--- config.mk ---
export PLATFORM = sky130hd
export DESIGN_NAME = div_sequencer
export DESIGN_NICKNAME = d
export VERILOG_FILES = /design/src/rtl/div_sequencer.sv
export SDC_FILE = /design/constraint.sdc
export NUM_CORES = 1
export LEC_CHECK = 0
export CAP_MARGIN = 30
export CORE_MARGIN = 5
export CORE_UTILIZATION = 30
export DETAILED_ROUTE_END_ITERATION = 8
export PLACE_DENSITY_LB_ADDON = 0.25
export SLEW_MARGIN = 20
export SYNTH_ARGS = -nofsm -noshare
export SYNTH_HDL_FRONTEND = slang
export SYNTH_SLANG_ARGS = --single-unit
--- constraint.sdc ---
create_clock -name clk -period 3.7 [get_ports clk]
set_input_delay 0.925 -clock clk [delete_from_list [all_inputs] [get_ports clk]]
set_output_delay 0.925 -clock clk [all_outputs]
set_load 0.01 [all_outputs]
--- src/rtl/div_sequencer.sv ---
// rtl/div_sequencer.sv - multi-cycle radix-2 DIV/DIVU sequencer with HI/LO registers
//
// Purpose: restoring shift-subtract divider. It produces one quotient bit per
// clock and writes quotient to lo and remainder to hi, in the MIPS style.
// Ports:
//   clk, rst_n              clock, asynchronous active-low reset
//   start, is_signed        launch a divide (sampled in IDLE only), DIV vs DIVU
//   dividend, divisor       operands, captured with start
//   flush                   aborts an in-flight divide
//   mthi_we, mtlo_we, wdata direct HI/LO writes
//   busy, done, div_by_zero status; done is a one-cycle pulse
//   hi, lo                  remainder / quotient registers
module div_sequencer #(
   parameter int WIDTH = 32
) (
   input  logic             clk,
   input  logic             rst_n,
   input  logic             start,
   input  logic             is_signed,
   input  logic [WIDTH-1:0] dividend,
   input  logic [WIDTH-1:0] divisor,
   input  logic             flush,
   input  logic             mthi_we,
   input  logic             mtlo_we,
   input  logic [WIDTH-1:0] wdata,
   output logic             busy,
   output logic             done,
   output logic             div_by_zero,
   output logic [WIDTH-1:0] hi,
   output logic [WIDTH-1:0] lo
);

   localparam int CW = $clog2(WIDTH + 1);
   localparam int RW = WIDTH + 1;

   typedef enum logic [2:0] {S_IDLE, S_PREP, S_ITER, S_FIX, S_DONE} state_t;

   state_t           state, state_nxt;
   logic [WIDTH-1:0] a_lat, b_lat;   // operands as captured with start
   logic             sgn_lat;
   logic [WIDTH-1:0] quo;            // dividend bits shift out the top, quotient bits shift in
   logic [WIDTH-1:0] dvs;            // divisor magnitude
   logic [RW-1:0]    rem;            // partial remainder
   logic [CW-1:0]    cnt;
   logic             q_neg, r_neg;
   logic             dbz;

   logic [WIDTH-1:0] a_mag, b_mag;
   logic [RW:0]      trial;
   logic             trial_ge;

   assign a_mag    = (sgn_lat && a_lat[WIDTH-1]) ? -a_lat : a_lat;
   assign b_mag    = (sgn_lat && b_lat[WIDTH-1]) ? -b_lat : b_lat;
   assign trial    = {rem, quo[WIDTH-1]};
   assign trial_ge = (trial >= {2'b00, dvs});

   always_comb begin
      state_nxt = state;
      busy      = (state != S_IDLE);
      done      = (state == S_DONE);
      case (state)
         S_IDLE: if (start && !flush) state_nxt = S_PREP;
         S_PREP: begin
            if (flush)              state_nxt = S_IDLE;
            else if (b_mag == '0)   state_nxt = S_FIX;
            else                    state_nxt = S_ITER;
         end
         S_ITER: begin
            if (flush)              state_nxt = S_IDLE;
            else if (cnt == CW'(1)) state_nxt = S_FIX;
         end
         S_FIX:  state_nxt = flush ? S_IDLE : S_DONE;
         S_DONE: state_nxt = S_IDLE;
         default: state_nxt = S_IDLE;
      endcase
   end

   always_ff @(posedge clk or negedge rst_n) begin
      if (!rst_n) begin
         state   <= S_IDLE;
         a_lat   <= '0;
         b_lat   <= '0;
         sgn_lat <= 1'b0;
         quo     <= '0;
         dvs     <= '0;
         rem     <= '0;
         cnt     <= '0;
         q_neg   <= 1'b0;
         r_neg   <= 1'b0;
         dbz     <= 1'b0;
         hi      <= '0;
         lo      <= '0;
      end else begin
         state <= state_nxt;
         case (state)
            S_IDLE: begin
               if (start && !flush) begin
                  a_lat   <= dividend;
                  b_lat   <= divisor;
                  sgn_lat <= is_signed;
               end
            end
            S_PREP: begin
               quo   <= a_mag;
               dvs   <= b_mag;
               rem   <= '0;
               cnt   <= CW'(WIDTH);
               q_neg <= sgn_lat & (a_lat[WIDTH-1] ^ b_lat[WIDTH-1]);
               r_neg <= sgn_lat & a_lat[WIDTH-1];
            end
            S_ITER: begin
               rem <= trial_ge ? RW'(trial - {2'b00, dvs}) : RW'(trial);
               quo <= {quo[WIDTH-2:0], trial_ge};
               cnt <= cnt - 1'b1;
            end
            S_DONE: dbz <= 1'b0;
            default: ;
         endcase

         if (mthi_we) hi <= wdata;
         if (mtlo_we) lo <= wdata;

         // Divide result is written after the direct writes so it wins on a shared edge.
         if (state == S_FIX && !flush) begin
            if (dvs == '0) begin
               lo  <= '1;
               hi  <= a_lat;
               dbz <= 1'b1;
            end else begin
               // most-negative / -1 needs no special case: magnitude quotient is
               // 2^(WIDTH-1) with a positive sign, which reads back as most-negative.
               lo <= q_neg ? -quo : quo;
               hi <= r_neg ? -rem[WIDTH-1:0] : rem[WIDTH-1:0];
            end
         end
      end
   end

   assign div_by_zero = dbz;

endmodule

==> results.md <==
- The run finished with clean final reports.
- The final layout contains 1889 nets.
- The most instantiated library cell after synthesis is sky130_fd_sc_hd__dfrtp_1.
- The worst setup path is launched from a flop.
- The largest fanout of any net on the critical path is 49.
- The final hold violation count is 0.
- The path class of the tightest hold or removal check is input pin to async pin.
- The synthesized design contains 0 enable-type register cells.
- The share of flip-flops with an asynchronous set or reset is 1.00.
- Across all layers, the routed design uses 12500 vias.
- The number of global-route vias before repair is 12400.
- Once detail routing completed, the nets flagged for antenna violations numbered 0.
- The logic gate share of total power is 0.475.
- The worst voltage drop across the vdd grid is 0.558 mV.
- The transition time at the pin with the least slew margin is 0.943 ns.
- Data on the critical path arrives at its endpoint at 3.84 ns.
- Among all flip-flop cells after synthesis, the most frequent one is sky130_fd_sc_hd__dfrtp_1.
- Setup violations remaining at the end of the flow were counted as 0.
- The post-placement cell area is 17400 um2.
- The number of antenna violations at the first check in global routing is 0.
- The overall power is 14.8 mW.
- Of the total power, the share spent switching nets is 0.431.
- STA puts the critical path data required time at 4.14 ns.
- The number of different library cells used by synthesis comes to 71.
- The clock insertion delay at the later pin of the skew report is 0.59 ns.
- Across every metal layer, demand over resource in global routing totals 0.161.
- The worst setup path category is flop to flop.
- The tree is rooted in a sky130_fd_sc_hd__clkbuf_16.
- On the final layout, the worst clock skew is 0.0251 ns.
- The net count of the mapped netlist is 1769.
- The most congested layer reported by global routing is met2.
- After detailed routing, the total wire length is 45000 um.
- The Yosys step of the flow raised 0 warnings.
- TritonCTS built the clock tree.
- The relative slew slack is 0.371.
- The share of the Yosys chip area taken by registers is 0.398.
- From bottom edge to top edge, the die measures 233 um.
- At the end of routability-driven placement, the weighted congestion stood at 0.849.
- Dividing the final minimum period by the clock period gives 0.920.
- The fmax is 0.294 GHz.
- The static leakage is 7.70 nW.
- The post-CTS repair timing setup buffer count is 0.
- The share of total power dissipated in sequential elements is 0.310.
- The internal portion of total power is 8.45 mW.
- Row generation in the floorplan step produced 81 rows.
- The number of vias per cell is 5.14.
- The register bit total from synthesis is 238.
- Clock-pin slew was measured on the worst setup and hold paths at 0.06 ns.
- Entering global routing, the biggest net connects 73 pins.
- After detailed routing, the average wire length per cell comes to 18.5 um.
- The half-perimeter wire length after placement is 33300 um.
- The max-capacitance violation count is 0.
- The area of all placed cells without fillers is 18500 um2.
- Counting the fill cells in the layout gives 4974.
- The worst register-to-register path begins at quo[31].
- For this design, the sink count on the clock tree is 238.
- The number of pins with negative max-slew slack in the final report came to 0.
- The post-route setup TNS is 0 ns.
- sky130_fd_sc_hd__dfrtp_1 takes more of the synthesized area than any other cell.
- The die covers 54400 um2.
- The clock power share is 0.215.
- In the global route stage, met3 resource usage came out at 0.0265.
- In this run the power density over the cells is 804 nW/um2.
- The share of synthesized area in the top cell type comes to 0.398.
- The net switching power is 6.39 mW.
- In this run the number of H-tree levels came out at 1.
- The cell area that synthesis handed to floorplanning was 15000 um2.
- The first routing iteration left 900 violations.
- Setup repair after global routing left no endpoint under its margin.
- The setup slack of the most critical reg-to-reg path is 0.30 ns.
- The total congestion overflow after global routing is 0.
- Ranked by total cell area, the synthesized netlist is headed by sky130_fd_sc_hd__dfrtp_1 40%, sky130_fd_sc_hd__xor2_1 5.3%, sky130_fd_sc_hd__mux2i_1 5.3%.
- The endpoint identified for the worst register-to-register timing path is rem[25].
- The first detailed-routing pass took 5 iterations.
- Measured along the x axis, the die boundary spans 233 um.
- For this run, global-route usage on met2 was measured as 0.252.
- The number of antenna repair diodes is 0.
- The worst-case clock buffer depth is 3.
- After synthesis, the most frequently instantiated cells are 238 x sky130_fd_sc_hd__dfrtp_1, 158 x sky130_fd_sc_hd__o21ai_0, 142 x sky130_fd_sc_hd__nand2_1.
- The cell count after synthesis is 1626.
- The number of buffers inserted by port buffering is 169.
- The final-layout worst hold slack is 0.315 ns.
- The synthesized area per cell is 9.20 um2.
- The total I/O pin count is 170.
- The element type at the critical path end is a flop.
- The number of clock buffers inserted by TritonCTS is 30.
- In the global route stage, met1 resource usage came out at 0.235.
- For this run, design rule violations remaining after detail routing come to 0.
- Subtracting the final worst setup slack from the clock period gives 3.40 ns.
- In this run the standard cell core region covers 49200 um2.
- The global-route wire length before repair is 71100 um.
- The initial standard-cell utilization of the core is 0.304.
- In the final layout, the share of cells above drive strength 1 is 0.102.
- The number of cells on the worst reg-to-reg path is 13.
- The synthesis-to-finish area growth is 23.4%.
## worst max-delay path, cell delays in order, from the launching register on
cell                       delay, ns
sky130_fd_sc_hd__dfrtp_1        0.39
sky130_fd_sc_hd__inv_1          0.11
sky130_fd_sc_hd__ha_1           0.18
sky130_fd_sc_hd__inv_1          0.06
sky130_fd_sc_hd__fa_1           0.40
sky130_fd_sc_hd__a21o_1         0.21
sky130_fd_sc_hd__a22o_1         0.24
sky130_fd_sc_hd__o31ai_2        0.38
sky130_fd_sc_hd__o21ai_1        0.23
sky130_fd_sc_hd__a21oi_2        0.23
sky130_fd_sc_hd__o2111a_2       0.25
sky130_fd_sc_hd__buf_12         0.23
sky130_fd_sc_hd__nand2b_1       0.24
sky130_fd_sc_hd__o211ai_1       0.13
## cell families after synthesis
kind of cell             after synthesis  share of synthesized area
flip-flops                           238                      0.398
buffers and inverters                167                     0.0444
adder cells (fa/ha/maj)               40                     0.0340
AO/OA/AOI/OAI                        461                      0.193
XOR/XNOR                             147                     0.0861
multiplexers                         148                      0.105
AND/OR/NAND/NOR                      425                      0.139
## power by group through the flow
stage / registers (mW) / logic (mW) / clock network (mW)
after detailed placement: 4.63 / 7.04 / 0
after global routing: 4.75 / 7.90 / 3.37
after CTS: 4.59 / 7.07 / 3.26
after global placement: 4.60 / 6.98 / 0
after floorplan: 4.16 / 5.36 / 0
final: 4.60 / 7.05 / 3.18
## cells in the final DEF (no fill, tap or decap), drive strengths merged, types with 15 or more instances in the layout
cell type and n:
dfrtp 238, mux2i 79, o21ai 160, o41ai 19
mux2 69, xor2 91, o31ai 29, nor4 22
ha 39, a211oi 25, nand2 142, clkbuf 38
nand2b 15, nor2 102, a21oi 99, inv 59
clkdlybuf4s50 166, a22oi 59, buf 30, nand3 34
nor3 27, xnor2 56
## per-layer routing
layer,part of all wire,vias to the layer above
li1,-,6111
met1,0.48,6012
met2,0.45,310
met3,0.055,60
met4,0.021,0
met5,0,-
## layout make-up
class                           count  area [um2]  area share
Clock buffer                       38         851      0.0461
Clock inverter                     16         243      0.0132
Inverter                           59         221      0.0120
Multi-Input combinational cell   1221        8370       0.453
Sequential cell                   238        5960       0.323
Tap cell                          664         831      0.0450
Timing Repair Buffer              196        1990       0.108
## metrics by stage
step                      utilization  setup WS [ns]  cells
final                           0.375          0.297   2432
after global routing            0.375         0.0101   2432
after CTS                       0.375          0.227   2432
after detailed placement        0.353          0.243   2378
after global placement          0.353          0.376   2377
after floorplan                     -          0.663   1626
## flip-flops by register name, summed over array words and instances (netlist names)
| name | cells |
|---|---|
| div_by_zero | 1 |
| r_neg | 1 |
| b_lat | 32 |
| lo | 32 |
| rem | 33 |
| sgn_lat | 1 |
| cnt | 6 |
| hi | 32 |
| dvs | 32 |
| a_lat | 32 |
| q_neg | 1 |
| quo | 32 |
| state | 3 |
## how the worst max path moves through the flow
stage                     endpoint    start  depth (start not counted)
final                      rem[25]  quo[31]                         13
after global routing       rem[25]  quo[31]                         14
after CTS                  rem[25]  quo[31]                         13
after detailed placement   rem[25]  quo[31]                         13
after global placement     rem[20]  quo[31]                         13
after floorplan            rem[26]  quo[31]                         14
## repair_timing
item	in CTS	in global routing
endpoints found under the setup margin	0	3
gates resized for setup	0	1
hold buffers	0	0
Note: power is estimated with default switching activity, not from simulation.
